$ cat config.mk
export PLATFORM = sky130hd
export DESIGN_NAME = serial_adder_flat
export DESIGN_NICKNAME = d
export VERILOG_FILES = /design/src/rtl/poco_pkg.sv /design/src/rtl/serial_adder_if.sv /design/src/rtl/full_add_cell.sv /design/src/rtl/serial_adder.sv /design/src/flat_wrapper.sv
export SDC_FILE = /design/constraint.sdc
export NUM_CORES = 1
export LEC_CHECK = 0
export ABC_CLOCK_PERIOD_IN_PS = 1800
export CORE_ASPECT_RATIO = 2
export CORE_MARGIN = 2
export CORE_UTILIZATION = 52
export CTS_CLUSTER_SIZE = 30
export DETAILED_ROUTE_END_ITERATION = 12
export PLACE_DENSITY = 0.82
export SLEW_MARGIN = 10
export SYNTH_ARGS = -nofsm -noshare
export SYNTH_HDL_FRONTEND = slang
export SYNTH_HIERARCHICAL = 1
export SYNTH_SLANG_ARGS = --single-unit
$ cat constraint.sdc
create_clock -name clk -period 1.8 [get_ports clk]
set_input_delay 0.18 -clock clk [delete_from_list [all_inputs] [get_ports clk]]
set_output_delay 0.18 -clock clk [all_outputs]
set_load 0.02 [all_outputs]
$ cat src/rtl/poco_pkg.sv
// Shared definitions for the small CPU datapath blocks.
// Holds the serial-adder state encoding and the default data width.
package poco_pkg;

    localparam int DATA_W = 16;

    typedef enum logic [1:0] {
        ST_IDLE = 2'd0,
        ST_RUN  = 2'd1,
        ST_DONE = 2'd2
    } state_t;

endpackage

$ cat src/rtl/serial_adder_if.sv
// Start/done handshake plus operand and result buses between the sequencer and the serial adder.
// The sequencer owns the master side and the adder owns the slave side.
interface serial_adder_if #(
    parameter int WIDTH = poco_pkg::DATA_W
);
    logic             start;
    logic [WIDTH-1:0] a;
    logic [WIDTH-1:0] b;
    logic             cin;
    logic             busy;
    logic             done;
    logic [WIDTH-1:0] s;
    logic             cout;
    logic             ovf;

    modport master (
        output start, a, b, cin,
        input  busy, done, s, cout, ovf
    );

    modport slave (
        input  start, a, b, cin,
        output busy, done, s, cout, ovf
    );
endinterface

$ cat src/rtl/full_add_cell.sv
// One-bit full adder, the only arithmetic element of the serial add path.
module full_add_cell (
    input  logic a,
    input  logic b,
    input  logic ci,
    output logic s,
    output logic co
);
    assign s  = a ^ b ^ ci;
    assign co = (a & b) | (a & ci) | (b & ci);
endmodule

$ cat src/rtl/serial_adder.sv
// Bit-serial adder: one operand bit pair per clock, LSB first, through a single full-add cell.
// Results, carry-out and signed overflow are registered and held until the next completion.
module serial_adder
    import poco_pkg::*;
#(
    parameter int WIDTH = DATA_W,
    parameter int CNT_W = $clog2(WIDTH)
) (
    input  logic          clk,
    input  logic          rst,
    serial_adder_if.slave bus
);
    state_t           state;
    state_t           state_next;
    logic [WIDTH-1:0] op_a;
    logic [WIDTH-1:0] op_b;
    logic [WIDTH-1:0] sum_sr;
    logic [WIDTH-1:0] sum_next;
    logic [CNT_W-1:0] cnt;
    logic             carry;
    logic             cell_s;
    logic             cell_co;
    logic             accept;
    logic             last;

    logic [WIDTH-1:0] s_r;
    logic             cout_r;
    logic             ovf_r;
    logic             busy_r;
    logic             done_r;

    full_add_cell u_cell (
        .a  (op_a[0]),
        .b  (op_b[0]),
        .ci (carry),
        .s  (cell_s),
        .co (cell_co)
    );

    assign sum_next = {cell_s, sum_sr[WIDTH-1:1]};

    always_comb begin
        // NOTE: every output of this block gets a default first so no path leaves it unassigned (no latch).
        state_next = state;
        accept     = bus.start && (state != ST_RUN);
        last       = (state == ST_RUN) && (cnt == CNT_W'(WIDTH - 1));
        unique case (state)
            ST_IDLE: if (bus.start) state_next = ST_RUN;
            ST_RUN:  if (last)      state_next = ST_DONE;
            ST_DONE: state_next = bus.start ? ST_RUN : ST_IDLE;
            default: state_next = ST_IDLE;
        endcase
    end

    // NOTE: sequential state uses non-blocking assignments so every flop samples pre-edge values.
    always_ff @(posedge clk) begin
        if (rst) state <= ST_IDLE;
        else     state <= state_next;
    end

    always_ff @(posedge clk) begin
        if (rst) begin
            op_a   <= '0;
            op_b   <= '0;
            sum_sr <= '0;
            cnt    <= '0;
            carry  <= 1'b0;
            s_r    <= '0;
            cout_r <= 1'b0;
            ovf_r  <= 1'b0;
            busy_r <= 1'b0;
            done_r <= 1'b0;
        end else begin
            busy_r <= (state_next == ST_RUN);
            done_r <= last;
            if (accept) begin
                op_a   <= bus.a;
                op_b   <= bus.b;
                carry  <= bus.cin;
                cnt    <= '0;
                sum_sr <= '0;
            end else if (state == ST_RUN) begin
                op_a   <= op_a >> 1;
                op_b   <= op_b >> 1;
                carry  <= cell_co;
                cnt    <= cnt + CNT_W'(1);
                sum_sr <= sum_next;
                // On the MSB cycle the carry flop still holds the carry into the MSB.
                if (last) begin
                    s_r    <= sum_next;
                    cout_r <= cell_co;
                    ovf_r  <= carry ^ cell_co;
                end
            end
        end
    end

    assign bus.s    = s_r;
    assign bus.cout = cout_r;
    assign bus.ovf  = ovf_r;
    assign bus.busy = busy_r;
    assign bus.done = done_r;
endmodule
$ cat src/flat_wrapper.sv
// flat-port wrapper written by rule: the top's interface ports become plain ports
module serial_adder_flat import poco_pkg::*;
#(
    parameter int WIDTH = DATA_W,
    parameter int CNT_W = $clog2(WIDTH)
)
  (clk, rst, bus_start, bus_a, bus_b, bus_cin, bus_busy, bus_done, bus_s, bus_cout, bus_ovf);
  serial_adder_if #(.WIDTH(WIDTH)) bus_i ();
  input  logic clk;
  input  logic rst;
  input wire logic [$bits(bus_i.start)-1:0] bus_start;
  input wire logic [$bits(bus_i.a)-1:0] bus_a;
  input wire logic [$bits(bus_i.b)-1:0] bus_b;
  input wire logic [$bits(bus_i.cin)-1:0] bus_cin;
  output wire logic [$bits(bus_i.busy)-1:0] bus_busy;
  output wire logic [$bits(bus_i.done)-1:0] bus_done;
  output wire logic [$bits(bus_i.s)-1:0] bus_s;
  output wire logic [$bits(bus_i.cout)-1:0] bus_cout;
  output wire logic [$bits(bus_i.ovf)-1:0] bus_ovf;
  assign bus_i.start = bus_start;
  assign bus_i.a = bus_a;
  assign bus_i.b = bus_b;
  assign bus_i.cin = bus_cin;
  assign bus_busy = bus_i.busy;
  assign bus_done = bus_i.done;
  assign bus_s = bus_i.s;
  assign bus_cout = bus_i.cout;
  assign bus_ovf = bus_i.ovf;
  serial_adder #(.WIDTH(WIDTH), .CNT_W(CNT_W)) u_core (.clk(clk), .rst(rst), .bus(bus_i));
endmodule
==> results.md <==
Clock network:
- TritonCTS created 9 clock buffers.
- For this design, the CTS-stage hold fixing added 0 buffers.
- The number of gates resized after CTS was 0.
- CTS saw 74 sinks.
- The post-CTS setup-driven buffer insertion count is 0.
- The clock tree from TritonCTS is built.
- Clock-pin slew was measured on the worst setup and hold paths at 50 ps.
- The later-pin clock latency in the skew report is 330 ps.
- The clock passes through at most 2 buffers.
- The total number of H-tree levels is 3.
- The cell chosen for the clock root is sky130_fd_sc_hd__clkbuf_16.

GRT:
- The number of global-route vias before repair was 2395.
- The first global-routing pass estimated 10400 microns of wire.
- The number of antenna violations at the first check in global routing is 0.
- Entering global routing, the biggest net connects 40 pins.
- The leftover overflow at the end of global routing is 0.
- The global-route total usage across every layer is 0.205.

Place:
- The area after detailed placement is 3640 sq um.
- Detailed placement ended at an HPWL of 4280 microns.
- The congestion estimate from routability-driven global placement came to 0.768.
- The number of port buffers is 55.

Power and ir drop:
- For this design the ratio of total power to cell area is 964 nW/um^2.
- IR analysis of the VDD net gives a maximum drop of 0.974 mV.
- The leakage power is 0.00146 uW.

Timing:
- For the finished layout, the period the worst path requires is 1520 ps.
- The setup skew after layout is 5.05 ps.
- For this run, the top clock speed supported by timing is 657 MHz.
- The worst hold-check slack is 251 ps.
- For the pin with the worst max-slew slack, the measured transition is 617 ps.
- The worst pin sits at a relative slew slack of 0.588.
- In the finished design, the share of the clock period the worst path needs comes to 0.845.
- The number of max-slew violations in the final report came to 0.
- In the final timing run, aggregate negative setup slack is 0 ps.
- Setup violations remaining at the end of the flow were counted as 0.
- The final hold violation count is 0.
- Setup repair after global routing left no endpoint under its margin.

Synthesis:
- The distinct cell type count of the synthesized netlist is 27.
- The most instantiated flip-flop cell in the synthesis netlist is sky130_fd_sc_hd__dfxtp_1.
- The gate count after technology mapping is 343.
- The area share of the largest cell type after synthesis is 0.485.
- Of all flip-flops after synthesis, the portion carrying an async set or reset was 0.
- Synthesis produced a netlist with a net count of 381.
- In the post-synthesis netlist, the biggest area contributors are sky130_fd_sc_hd__dfxtp_1 (48%), sky130_fd_sc_hd__mux2i_1 (11%), sky130_fd_sc_hd__a211oi_1 (7.6%).
- Yosys instantiated no cell more often than sky130_fd_sc_hd__dfxtp_1.
- The synthesized area per cell is 8.91 sq um.
- The post-synthesis register bit count is 74.
- Yosys mapped a number of flops with a built-in enable equal to 0.
- In this run the cell area of the synthesized design comes to 3060 sq um.
- The sequential element share of the synthesized area is 0.485.
- During synthesis, Yosys emitted a total of 6 warnings.
- The synthesized design spends more area on one cell type than any other, namely sky130_fd_sc_hd__dfxtp_1.
- The commonest cells after synthesis are sky130_fd_sc_hd__dfxtp_1 (74), sky130_fd_sc_hd__nor2_1 (35), sky130_fd_sc_hd__a21oi_1 (34), sky130_fd_sc_hd__mux2i_1 (33), sky130_fd_sc_hd__nand2_1 (32).

Route:
- The via density per instance is 5.57.
- The first-pass iteration count of the detailed router is 4.
- The total wire length after detailed routing is 6290 microns.
- The mean routed wirelength per cell is 13.9 microns.
- For this run, design rule violations remaining after detail routing come to 0.
- After the first detailed-routing iteration, the DRC count stood at 112.
- The remaining antenna violation count after routing is 0.
- The detailed router placed 2519 vias in this run.

Worst setup path:
- Traced cell by cell, the critical path runs through nor2b_1 > buf_4 > a21oi_1 > nor2_1.
- The reg2reg setup slack is 280 ps.
- STA classifies the critical path endpoint as a flop.
- At the worst endpoint, the arrival time is 1770 ps.
- The biggest cell delay along the critical path is 430 ps.
- The worst setup path category is flop to flop.
- The critical-path cell with the highest stage delay is sky130_fd_sc_hd__nor2b_1.
- The cell class contributing the biggest share of worst-path delay is simple AND/OR/NAND/NOR gates.
- The instance count on the critical path is 4.
- The worst register-to-register path ends at u_core/bus.busy.
- The logic depth of the worst register-to-register path is 4.
- Along the worst path, the maximum fanout reaches 17.
- The reg-to-reg startpoint is u_core/state[0].
- For the worst setup path, the data required time is 2050 ps.
- The worst setup path is launched from a flop.
- The count of buffer and inverter cells on the critical path is 1.

Floorplanning:
- The overall die width is 58.2 microns.
- The initial utilization of the core area, before any placement, comes to 0.535.
- The die covers 6540 sq um.
- The number of rows in the core area is 39.
- The total area inside the core boundary comes to 5710 sq um.
- The I/O pin count is 56.
- The die height is 112 microns.

Outcome:
- The run finished with clean final reports.

Min path:
- The destination of the worst hold path is u_core/bus.s[7].
- Along the worst hold path, the cell count comes to 2.
- The worst min-delay path category is primary input to flop.
- The startpoint identified for the worst hold timing path is rst.

Layout:
- The synthesis-to-finish area growth is 27.9%.
- The cell area after layout is 3910 sq um.
- Of the cells placed in the final design, the portion with a size suffix greater than 1 is 0.0691.
- The repair_antennas step left the layout with diodes totalling 0.
- The register area is 1480 sq um.
- The number of nets in the layout is 425.
- The multi-input combinational cell area is 1350 sq um.
- Counting the fill cells in the layout gives 457.

Run:
- The total of max-cap violations is 0.
cell usage in the layout, fill, tap and decap left out, types with 3 or more instances in the layout:
cell type / instances
sky130_fd_sc_hd__o21ai_0: 16
sky130_fd_sc_hd__nor3_1: 6
sky130_fd_sc_hd__buf_4: 4
sky130_fd_sc_hd__clkdlybuf4s50_1: 53
sky130_fd_sc_hd__or3_1: 18
sky130_fd_sc_hd__a21oi_1: 34
sky130_fd_sc_hd__clkinv_2: 3
sky130_fd_sc_hd__a211oi_1: 31
sky130_fd_sc_hd__nor2_1: 35
sky130_fd_sc_hd__buf_12: 5
sky130_fd_sc_hd__nand2_1: 32
sky130_fd_sc_hd__inv_1: 17
sky130_fd_sc_hd__dfxtp_1: 74
sky130_fd_sc_hd__mux2i_1: 33
sky130_fd_sc_hd__clkbuf_16: 9
cell families after synthesis:
kind of cell,synth area share
simple gates,0.141
buf+inv,0.0778
xor+xnor,0.00860
compound gates,0.169
mux,0.108
flops,0.485
fa+ha+maj,0.0106
worst max-delay path by stage:
stage,end,slack (ps),startpoint
2_1_floorplan,u_core/bus.s[15],390,u_core/op_a[0]
3_5_place_dp,u_core/bus.busy,320,u_core/state[0]
6_report,u_core/bus.busy,280,u_core/state[0]
3_3_place_gp,u_core/bus.s[15],380,u_core/op_a[0]
4_1_cts,u_core/sum_sr[2],290,u_core/state[0]
5_1_grt,u_core/bus.busy,180,u_core/state[0]
power breakdown:
part / switching [uW] / internal (uW)
clock: 616 / 991
combinational: 201 / 198
sequential: 44.8 / 1720
total: 862 / 2910
state kept, by name, summed over array words and instances, names as in the netlist:
signal / cells
u_core/bus.done: 1
u_core/bus.cout: 1
u_core/bus.s: 16
u_core/op_b: 16
u_core/carry: 1
u_core/state: 2
u_core/op_a: 16
u_core/cnt: 4
u_core/sum_sr: 15
u_core/bus.busy: 1
u_core/bus.ovf: 1
metal layers:
layer / vias to the layer above / track usage / wire, microns / part of all wire
li1: 1270 / - / - / -
met1: 1177 / 0.220 / 2420 / 0.39
met5: - / 0 / 0 / 0
met3: 18 / 0.0334 / 169 / 0.027
met4: 0 / 0.133 / 208 / 0.033
met2: 54 / 0.356 / 3490 / 0.55
cell type report:
type	instances	area share
Multi-Input combinational cell	221	0.344
Tap cell	61	0.0195
Clock buffer	12	0.0656
Timing Repair Buffer	64	0.172
Inverter	17	0.0163
Clock inverter	3	0.00384
Sequential cell	74	0.379
worst reg2reg max path: cells and delay by family, from the launching register on:
kind | cells | cell delay, ps
and+or+nand+nor | 2 | 580
buffers and inverters | 1 | 320
AOI/OAI and AO/OA | 1 | 120
DFF | 1 | 420
through the flow:
step | setup slack (ps) | instances | util | total power [uW]
2_1_floorplan | 394 | 343 | - | 2050
3_3_place_gp | 377 | 437 | 0.637 | 2180
3_5_place_dp | 322 | 437 | 0.637 | 2190
4_1_cts | 289 | 452 | 0.685 | 3800
5_1_grt | 181 | 452 | 0.685 | 3900
6_report | 279 | 452 | 0.685 | 3770
Power figures use the tool's default switching activity.
